<file path="src/rtl/rv32i_insn_encoder.sv">
// rv32i_insn_encoder: packs RV32I fields into a 32-bit instruction word behind a 2-entry FIFO
// Ports: clock/rst_n; in_* request with valid/ready; out_* FIFO head with valid/ready;
// count_ok/count_bad saturating counts of legal/illegal accepted requests.
module rv32i_insn_encoder #(
    parameter int COUNT_W = 16
) (
    input  logic               clock,
    input  logic               rst_n,
    input  logic               in_valid,
    output logic               in_ready,
    input  logic [4:0]         in_op,
    input  logic [2:0]         in_f3,
    input  logic               in_alt,
    input  logic [4:0]         in_rd,
    input  logic [4:0]         in_rs1,
    input  logic [4:0]         in_rs2,
    input  logic [31:0]        in_imm,
    output logic               out_valid,
    input  logic               out_ready,
    output logic [31:0]        out_insn,
    output logic               out_illegal,
    output logic [COUNT_W-1:0] count_ok,
    output logic [COUNT_W-1:0] count_bad
);
    localparam logic [4:0] OP_LOAD    = 5'b00000;
    localparam logic [4:0] OP_MISCMEM = 5'b00011;
    localparam logic [4:0] OP_OPIMM   = 5'b00100;
    localparam logic [4:0] OP_AUIPC   = 5'b00101;
    localparam logic [4:0] OP_STORE   = 5'b01000;
    localparam logic [4:0] OP_OP      = 5'b01100;
    localparam logic [4:0] OP_LUI     = 5'b01101;
    localparam logic [4:0] OP_BRANCH  = 5'b11000;
    localparam logic [4:0] OP_JALR    = 5'b11001;
    localparam logic [4:0] OP_JAL     = 5'b11011;
    localparam logic [4:0] OP_SYSTEM  = 5'b11100;
    localparam logic [2:0] F3_SLI     = 3'b001;
    localparam logic [2:0] F3_SRI     = 3'b101;

    logic [6:0]  opc;
    logic        shift;
    logic [31:0] enc;
    logic        bad;
    logic [32:0] mem [2];
    logic        head, tail;
    logic [1:0]  cnt;
    logic        push, pop;

    assign opc   = {in_op, 2'b11};
    assign shift = in_op == OP_OPIMM && (in_f3 == F3_SLI || in_f3 == F3_SRI);

    always_comb begin
        enc = '0;
        bad = 1'b0;
        case (in_op)
            OP_OP:     enc = {1'b0, in_alt, 5'b0, in_rs2, in_rs1, in_f3, in_rd, opc};
            OP_LOAD, OP_OPIMM, OP_JALR, OP_MISCMEM, OP_SYSTEM:
                       enc = {shift ? {1'b0, in_alt, 5'b0, in_imm[4:0]} : in_imm[11:0], in_rs1, in_f3, in_rd, opc};
            OP_STORE:  enc = {in_imm[11:5], in_rs2, in_rs1, in_f3, in_imm[4:0], opc};
            OP_BRANCH: enc = {in_imm[12], in_imm[10:5], in_rs2, in_rs1, in_f3, in_imm[4:1], in_imm[11], opc};
            OP_LUI, OP_AUIPC:
                       enc = {in_imm[31:12], in_rd, opc};
            OP_JAL:    enc = {in_imm[20], in_imm[10:1], in_imm[11], in_imm[19:12], in_rd, opc};
            default:   bad = 1'b1;
        endcase
        bad = bad
            | (in_op == OP_BRANCH && in_f3[2:1] == 2'b01)
            | (in_op == OP_LOAD && (in_f3 == 3'b011 || in_f3[2:1] == 2'b11))
            | (in_op == OP_STORE && in_f3 > 3'b010)
            | (in_op == OP_JALR && in_f3 != 3'b000)
            | ((in_op == OP_BRANCH || in_op == OP_JAL) && in_imm[0]);
    end

    // ready depends only on registered occupancy, never on out_ready
    assign in_ready    = !cnt[1];
    assign out_valid   = cnt != 2'd0;
    assign push        = in_valid && in_ready;
    assign pop         = out_valid && out_ready;
    assign out_insn    = out_valid ? mem[head][31:0] : '0;
    assign out_illegal = out_valid && mem[head][32];

    always_ff @(posedge clock or negedge rst_n) begin
        if (!rst_n) begin
            mem       <= '{default: '0};
            head      <= 1'b0;
            tail      <= 1'b0;
            cnt       <= 2'd0;
            count_ok  <= '0;
            count_bad <= '0;
        end else begin
            if (push) begin
                mem[tail] <= bad ? {1'b1, 32'h0} : {1'b0, enc};
                tail      <= !tail;
                if (!bad && count_ok != '1) count_ok <= count_ok + COUNT_W'(1);
                if (bad && count_bad != '1) count_bad <= count_bad + COUNT_W'(1);
            end
            if (pop) head <= !head;
            cnt <= cnt + {1'b0, push} - {1'b0, pop};
        end
    end
endmodule

</file>
<file path="config.mk">
export PLATFORM = sky130hd
export DESIGN_NAME = rv32i_insn_encoder
export DESIGN_NICKNAME = d
export VERILOG_FILES = /design/src/rtl/rv32i_insn_encoder.sv
export SDC_FILE = /design/constraint.sdc
export NUM_CORES = 1
export LEC_CHECK = 0
export BUFFER_PORTS_ARGS = -buffer_cell sky130_fd_sc_hd__buf_4
export CAP_MARGIN = 25
export CORE_UTILIZATION = 33
export DETAILED_ROUTE_END_ITERATION = 10
export GPL_TIMING_DRIVEN = 0
export SLEW_MARGIN = 20
export SYNTH_ARGS = -nofsm -noshare
export SYNTH_HDL_FRONTEND = slang
export SYNTH_SLANG_ARGS = --single-unit
</file>
<file path="constraint.sdc">
create_clock -name clock -period 2.5 [get_ports clock]
set_clock_uncertainty 0.05 [all_clocks]
set_input_delay 0.375 -clock clock [delete_from_list [all_inputs] [get_ports clock]]
set_output_delay 0.375 -clock clock [all_outputs]
set_load 0.05 [all_outputs]
</file>
==> results.txt, run 1 <==
----------------------------------------------------
[Synth]
  Library cell with the largest summed area after synthesis ... dfrtp_1
  Warnings from Yosys ... 0
  Number of synthesized flops with an enable pin ... 0
  Syn_nets ... 598
  Library cell with the highest instance count after synthesis ... dfrtp_1
  Leading post-synthesis cells by cell area ... dfrtp_1, mux2i_1, a22o_1, xnor2_1, nand2_1
  Post-synthesis async set-or-reset flop share ... 1.00
  Netlist cell types ... 51
  Cell area after technology mapping ... 5270 sq um
  Part of the Yosys area used for sequential elements ... 0.475
  Per-instance average area after synthesis ... 9.87 sq um
  Gate count after technology mapping ... 534
  Synth top area share ... 0.475
  Top post-synthesis cells by count ... dfrtp_1, nand2_1, nor2_1
  Most frequently used flop master after synthesis ... dfrtp_1
  #FFs+latches synth ... 100

[Worst setup path]
  Worst reg2reg setup slack ... 230 ps
  Largest driver fanout on the critical path ... 10
  Ordered list of cells on the worst path ... clkbuf_1 > clkbuf_2 > mux2i_1 > nor2_1 > buf_4
  Startpoint of the lowest-slack register-to-register path ... cnt[1]$_DFF_PN0_
  Reg-to-reg endpoint ... count_ok[1]$_DFFE_PN0P_
  Startpoint Class ... flop
  Delay-heaviest family, CP ... buffers and inverters
  Launching element of the worst setup path ... head$_DFFE_PN0P_
  Number of buffers and inverters on the critical path ... 3
  Worst setup EP type ... output pin
  Destination of the critical timing path ... out_insn[3]
  Worst setup path category ... flop to output pin
  Number of cells traversed by the worst register-to-register path ... 6
  Highest-delay cell along the critical path ... clkbuf_2
  CP arrival ... 1910 ps
  Data required time of the worst path ... 2080 ps
  Critical Path Stages ... 5
  Crit path largest cell delay ... 400 ps

[Die]
  Die Y ... 128 microns
  Core footprint ... 15400 sq um
  Number of placed I/O pins ... 127
  Initial standard-cell utilization of the core ... 0.343
  Horizontal die dimension ... 128 microns
  Full die area ... 16500 sq um
  Row count ... 45

[STA]
  Final count of hold timing violations ... 0
  Fraction of the cycle the final worst path needs ... 0.936
  Max-slew headroom at the worst pin ... 0.381
  Setup slack after layout ... 160 ps
  Final setup violation count ... 0
  Max frequency ... 0.427 GHz
  Min Clock Period, post-route ... 2340 ps
  Unrepaired setup endpoints after global routing ... false
  Final Slew Violations ... 0
  Slew at the pin with the worst max-slew slack ... 928 ps

[Finish]
  Final layout net count ... 733
  Ratio of cells with drive above 1 in the final layout ... 0.252
  Growth of design area from synthesis to finish ... 29.1%
  Ant. Diodes ... 0
  Final standard cell count with taps included and fillers excluded ... 885

[Drt]
  WL/cell ... 17.5 microns
  DR DRC count ... 0
  Avg Vias per Cell ... 5.22
  Total iterations of the first detailed-routing run ... 5
  1st-iter DRT viols ... 318
  Routed Antenna Nets ... 0
  Total routed wirelength ... 15500 microns
  Routed vias ... 4624

[Global route]
  Initial antenna violation count ... 0
  Aggregate global-route resource usage ... 0.198
  Number of global-route vias before repair ... 4698
  Residual overflow from global routing ... 0
  Largest net degree at the start of global routing ... 101
  Global-route wire length before repair ... 25000 microns

[Pwr]
  Relative contribution of combinational cells to total power ... 0.448
  Overall Power ... 0.00687 W
  Share of power burned in the clock network ... 0.218
  Internal portion of total power ... 0.00391 W
  Worst-case vdd ir drop ... 0.786 mV
  Power density normalized to cell area ... 1010 nW/um^2
  Net switching fraction of the power ... 0.431
  Power spent charging and discharging nets ... 0.00296 W
  LEAKAGE ... 3.20 nW
  Sequential cell fraction of total power ... 0.334

[Clock tree]
  Number of buffers inserted by post-CTS setup repair ... 0
  Buffers from clock root to sink, at most ... 2
  Clock latency at the later pin of the worst-skew pair ... 350 ps
  Maximum level of the CTS H-tree ... 3
  Clock slew seen by the registers of the worst setup and hold paths ... 70 ps
  TritonCTS clock tree ... built
  Root Buffer ... clkbuf_16
  Clock buffer count from CTS ... 9
  Count of hold buffers inserted by post-cts repair ... 0
  Clock Sink Count ... 100

[Place]
  Port-buffer cells ... 124
  Post-placement cell count ... 869
  Pre-CTS setup slack ... -181 ps
  HPWL reported at the end of detailed placement ... 11300 microns
  Routability congestion estimate ... 0.885

[Worst hold path]
  Worst min-delay path class ... input pin to asynchronous set/reset pin

[Status]
  Outcome ... complete, no violations

[Flow run]
  Max-cap viol count ... 0

----------------------------------------------------
## cell usage in the layout (no fill, tap or decap), types with 5 or more instances in the layout
cell type	count
buf_4	126
dfrtp_1	100
nand2_1	67
nor2_1	48
mux2i_1	32
o21ai_0	31
a22o_1	30
xnor2_1	29
nand4_1	23
o31ai_1	22
clkbuf_1	21
and3_1	14
nand3_1	11
clkbuf_16	9
a22oi_1	8
mux2_2	7
inv_1	6
clkbuf_2	6
nor2b_1	5
nand2b_1	5
nor3_1	5
## worst min-delay path by stage
stage	startpoint	to	slack, ps	depth (start not counted)
finish	rst_n	count_ok[14]$_DFFE_PN0P_	70	1
global route	rst_n	count_ok[14]$_DFFE_PN0P_	160	1
CTS	rst_n	count_ok[14]$_DFFE_PN0P_	120	1
detailed placement	mem[29]$_DFFE_PN0P_	mem[29]$_DFFE_PN0P_	420	2
global placement	mem[61]$_DFFE_PN0P_	mem[61]$_DFFE_PN0P_	410	2
floorplan	rst_n	cnt[0]$_DFF_PN0_	30	0
## sequential cells by signal (all words and copies together), names as in the netlist
| register | flops |
|---|---|
| head | 1 |
| count_ok | 16 |
| cnt | 2 |
| tail | 1 |
| mem | 64 |
| count_bad | 16 |
## area by class of cell
type	count	area (sq um)
Timing Repair Buffer	124	935
Clock inverter	6	86.3
Clock buffer	10	229
Buffer	36	181
Multi-Input combinational cell	391	2580
Sequential cell	100	2500
Fill cell	1510	8570
Tap cell	211	264
Inverter	7	26.3
## cell families after synthesis
| family | synth area share |
|---|---|
| and+or+nand+nor | 0.183 |
| AOI/OAI and AO/OA | 0.161 |
| DFF | 0.475 |
| buffers and inverters | 0.0378 |
| muxes | 0.0758 |
| xor gates and xnor gates | 0.0579 |
| adders and majority gates | 0.00950 |
## stage by stage
stage / setup TNS [ps] / instance area [sq um] / util / hold slack, ps
2_1_floorplan: 0 / 5270 / - / 29.4
3_3_place_gp: -1160 / 6460 / 0.421 / 410
3_5_place_dp: -1570 / 6470 / 0.421 / 417
4_1_cts: 0 / 6800 / 0.442 / 123
5_1_grt: 0 / 6800 / 0.442 / 156
6_report: 0 / 6800 / 0.442 / 65.6
## power groups by stage
stage	combinational, W	sequential (W)	clock [W]
4_1_cts	0.00310	0.00229	0.00152
2_1_floorplan	0.00188	0.00252	0
6_report	0.00308	0.00229	0.00150
3_3_place_gp	0.00307	0.00229	0
3_5_place_dp	0.00310	0.00231	0
5_1_grt	0.00332	0.00235	0.00159
## worst reg2reg max path: cells and delay by family (launching register included)
kind                   cells  cell delay [ps]
muxes                      1              290
DFF                        1              430
buffers and inverters      2              550
AOI/OAI and AO/OA          1              530
and+or+nand+nor            2              300
## routing by layer
layer  vias up  share of wire  track usage
li1       2203              -            -
met1      2266           0.46        0.275
met2       141           0.46        0.311
met3        14          0.062       0.0378
met4         0          0.015       0.0671
met5         -              0            0
## what timing repair did
item                                    in CTS  in global routing
endpoints found under the setup margin      32                 11
resized for setup                            5                  9
hold endpoints to repair                     0                  0
Power figures use the tool's default switching activity.
==> run 2: changes to the inputs <==
- ABC_AREA: unset -> 1
- CORE_MARGIN: unset -> 4
==> run 2 against run 1 <==
Clock-buffer cell count increased by 2. Worst hold slack improved by 220 ps. Sequential power decreased by 6%. Total power decreased by 1.7%. Wire length increased by 25%. Non-clock buffer count increased by 10. Critical path type unchanged.
==> results.txt, run 2 <==
----------------------------------------------------
[Drt]
  Sum of met2 wire segment lengths after detailed routing ... 9030 microns (+27%)
  Detail Route met3 WL ... 1080 microns (+12%)
  Routed Antenna Nets ... 0 (unchanged)
  Avg Vias per Cell ... 4.99 (-4.5%)
  Max Used Layer ... met4
  Total routed wirelength ... 19300 microns (+25%)
  Total iterations of the first detailed-routing run ... 5 (unchanged)
  DR DRC count ... 0 (unchanged)
  Met1 Wirelength ... 8920 microns (+25%)
  Routed vias ... 6169 (+33%)
  WL/cell ... 15.6 microns (-11%)
  1st-iter DRT viols ... 487 (+53%)

[Synth]
  Post-synthesis async set-or-reset flop share ... 1.00 (unchanged)
  Warnings from Yosys ... 0 (unchanged)
  Gate count after technology mapping ... 865 (+62%)
  #FFs+latches synth ... 100 (unchanged)
  Per-instance average area after synthesis ... 6.97 sq um (-29%)
  Syn_nets ... 929 (+55%)
  Cell area after technology mapping ... 6030 sq um (+14%)
  Top post-synthesis cells by count ... nand2_1, dfrtp_1, nand3_1
  Most frequently used flop master after synthesis ... dfrtp_1
  Synth top area share ... 0.415 (-0.0599)
  Part of the Yosys area used for sequential elements ... 0.415 (-0.0599)
  Library cell with the largest summed area after synthesis ... dfrtp_1
  Library cell with the highest instance count after synthesis ... nand2_1
  Netlist cell types ... 32 (-37%)
  Leading post-synthesis cells by cell area ... dfrtp_1, nand2_1, nand3_1, nand4_1, o21ai_0
  Number of synthesized flops with an enable pin ... 0 (unchanged)

[Pwr]
  Worst-case vdd ir drop ... 0.819 mV (+4.2%)
  Power density normalized to cell area ... 887 nW/um^2 (-12%)
  LEAKAGE ... 3.84 nW (+20%)

[Worst setup path]
  Data required time of the worst path ... 2080 ps (about the same)
  Launching element of the worst setup path ... head$_DFFE_PN0P_
  Worst setup path category ... flop to output pin
  Startpoint Class ... flop
  CP arrival ... 1850 ps (-60 ps)
  Number of buffers and inverters on the critical path ... 3 (unchanged)
  Largest driver fanout on the critical path ... 10 (unchanged)
  Crit path largest cell delay ... 490 ps (+90 ps)
  Worst setup EP type ... output pin
  Ordered list of cells on the worst path ... inv_1 > clkbuf_2 > nand2_1 > a21oi_1 > buf_4
  Startpoint of the lowest-slack register-to-register path ... count_ok[0]$_DFFE_PN0P_
  Delay-heaviest family, CP ... buffers and inverters
  Highest-delay cell along the critical path ... dfrtp_1

[Flow run]
  Max-cap viol count ... 0 (unchanged)

[Finish]
  Final standard cell count with taps included and fillers excluded ... 1236 (+40%)
  Fin area ... 7610 sq um (+12%)
  Most used cells in the layout excluding fill and tap cells ... nand2_1, buf_4, dfrtp_1
  Final layout net count ... 1066 (+45%)
  Flip-flop count of the largest register after layout ... 64 (unchanged)
  Ratio of cells with drive above 1 in the final layout ... 0.187 (-0.0655)
  Registers with the most flip-flops ... mem x64, count_bad x16, count_ok x16
  Ant. Diodes ... 0 (unchanged)
  Growth of design area from synthesis to finish ... 26.3%
  Register bank with the most flops ... mem
  Filler cell count in the final layout ... 1915 (+27%)
  Leading cell type in the layout, fill and taps excluded ... nand2_1

[Clock tree]
  TritonCTS clock tree ... built
  Clock latency at the later pin of the worst-skew pair ... 350 ps (about the same)
  Buffers from clock root to sink, at most ... 2 (unchanged)
  Root Buffer ... clkbuf_16
  Clock Sink Count ... 100 (unchanged)
  Maximum level of the CTS H-tree ... 3 (unchanged)
  Clock buffer count from CTS ... 9 (unchanged)
  Clock slew seen by the registers of the worst setup and hold paths ... 70 ps (about the same)

[STA]
  Max-slew headroom at the worst pin ... 0.623 (+0.242)
  Unrepaired setup endpoints after global routing ... false
  Slew at the pin with the worst max-slew slack ... 565 ps (-363 ps)
  Max frequency ... 0.440 GHz (+2.8%)
  Fraction of the cycle the final worst path needs ... 0.910 (-0.0259)
  Setup_tns ... 0 ps (unchanged)
  Final setup violation count ... 0 (unchanged)
  Final Slew Violations ... 0 (unchanged)
  Min Clock Period, post-route ... 2280 ps (-64.8 ps)
  Final count of hold timing violations ... 0 (unchanged)

[Global route]
  Aggregate global-route resource usage ... 0.191 (-0.00680)
  Number of global-route vias before repair ... 5901 (+26%)
  Largest net degree at the start of global routing ... 101 (unchanged)
  Global-route wire length before repair ... 31200 microns (+25%)
  Initial antenna violation count ... 0 (unchanged)
  Residual overflow from global routing ... 0 (unchanged)

[Die]
  Horizontal die dimension ... 143 microns (+12%)
  Full die area ... 20500 sq um (+24%)
  Initial standard-cell utilization of the core ... 0.336 (-0.00712)
  Number of placed I/O pins ... 127 (unchanged)
  Die Y ... 143 microns (+12%)
  Row count ... 49 (+8.9%)
  Core footprint ... 18000 sq um (+17%)

[Place]
  HPWL reported at the end of detailed placement ... 14300 microns (+26%)
  Post-Place Cell Area ... 7260 sq um (+12%)
  Routability congestion estimate ... 0.904 (+2.1%)
  Post-placement cell count ... 1219 (+40%)
  Port-buffer cells ... 125 (+0.81%)

[Status]
  Outcome ... complete, no violations

[Worst hold path]
  Worst min-delay path class ... input pin to flop
  Hold path start ... in_op[1]

----------------------------------------------------
-- run 2: cell types whose count changed in the layout (fill, tap and decap cells not counted), sizes merged, moves of 18 or more --
cell	before	now
a22o	30	0
o31ai	22	0
nand3	12	75
xnor2	30	4
nand4	23	41
o21ai	34	72
mux2i	32	0
inv	7	63
nand2	67	324
a21oi	4	36
-- run 2: cell type report --
cell class,count,area [sq um],area share
multi-input cells,658,3080,0.405
flip-flops and latches,100,2500,0.329
repair buffers,127,980,0.129
well taps,229,287,0.0376
clock buffers,12,256,0.0337
inverters,63,236,0.0311
plain buffers,43,213,0.0279
clock inverters,4,55.1,0.00723
-- run 2: per-layer routing --
metal  GRT usage  vias up
met5           0        -
met4      0.0440        0
met3      0.0352       14
met2       0.309      161
met1       0.268     2898
li1            -     3096
-- run 2: cell families after synthesis --
kind of cell,synth area share
AO/OA/AOI/OAI,0.102
flip-flops,0.415
adder cells (fa/ha/maj),0.00830
buffers and inverters,0.0739
XOR/XNOR,0.0320
AND/OR/NAND/NOR,0.369
-- run 2: repair_timing --
action                                  in CTS  in global routing
endpoints found under the setup margin       9                 24
resized for setup                            3                  7
hold buffers                                 0                  1
endpoints found under the hold margin        0                 22
buffers inserted                             0                  0
-- run 2: where the power goes --
group          internal [W]  switching [W]
Combinational      0.000862        0.00223
Sequential          0.00193       0.000231
Clock              0.000838       0.000657
Total               0.00363        0.00312
-- run 2: worst paths after layout --
kind | depth (start not counted) | slack (ps) | end
max | 5 | 220 | out_insn[4]
min | 3 | 290 | mem[36]$_DFFE_PN0P_
max reg2reg | 9 | 250 | count_ok[11]$_DFFE_PN0P_
min reg2reg | 2 | 420 | mem[55]$_DFFE_PN0P_
max in group asynchronous | 3 | 1350 | mem[21]$_DFFE_PN0P_
min in group asynchronous | 2 | 380 | count_bad[14]$_DFFE_PN0P_
-- run 2: metrics by stage --
stage / util / setup slack, ps / hold slack (ps) / total power (W)
floorplan: - / 22.8 / 29.4 / 0.00419
global placement: 0.404 / 281 / 407 / 0.00526
detailed placement: 0.404 / 257 / 410 / 0.00528
CTS: 0.422 / 23.4 / 120 / 0.00678
global route: 0.424 / 17.9 / 302 / 0.00716
finish: 0.424 / 225 / 286 / 0.00675
-- run 2: tightest hold or removal path: cells and delay by family --
family                 cells  cell delay (ps)
buffers and inverters      1              150
and+or+nand+nor            2              130
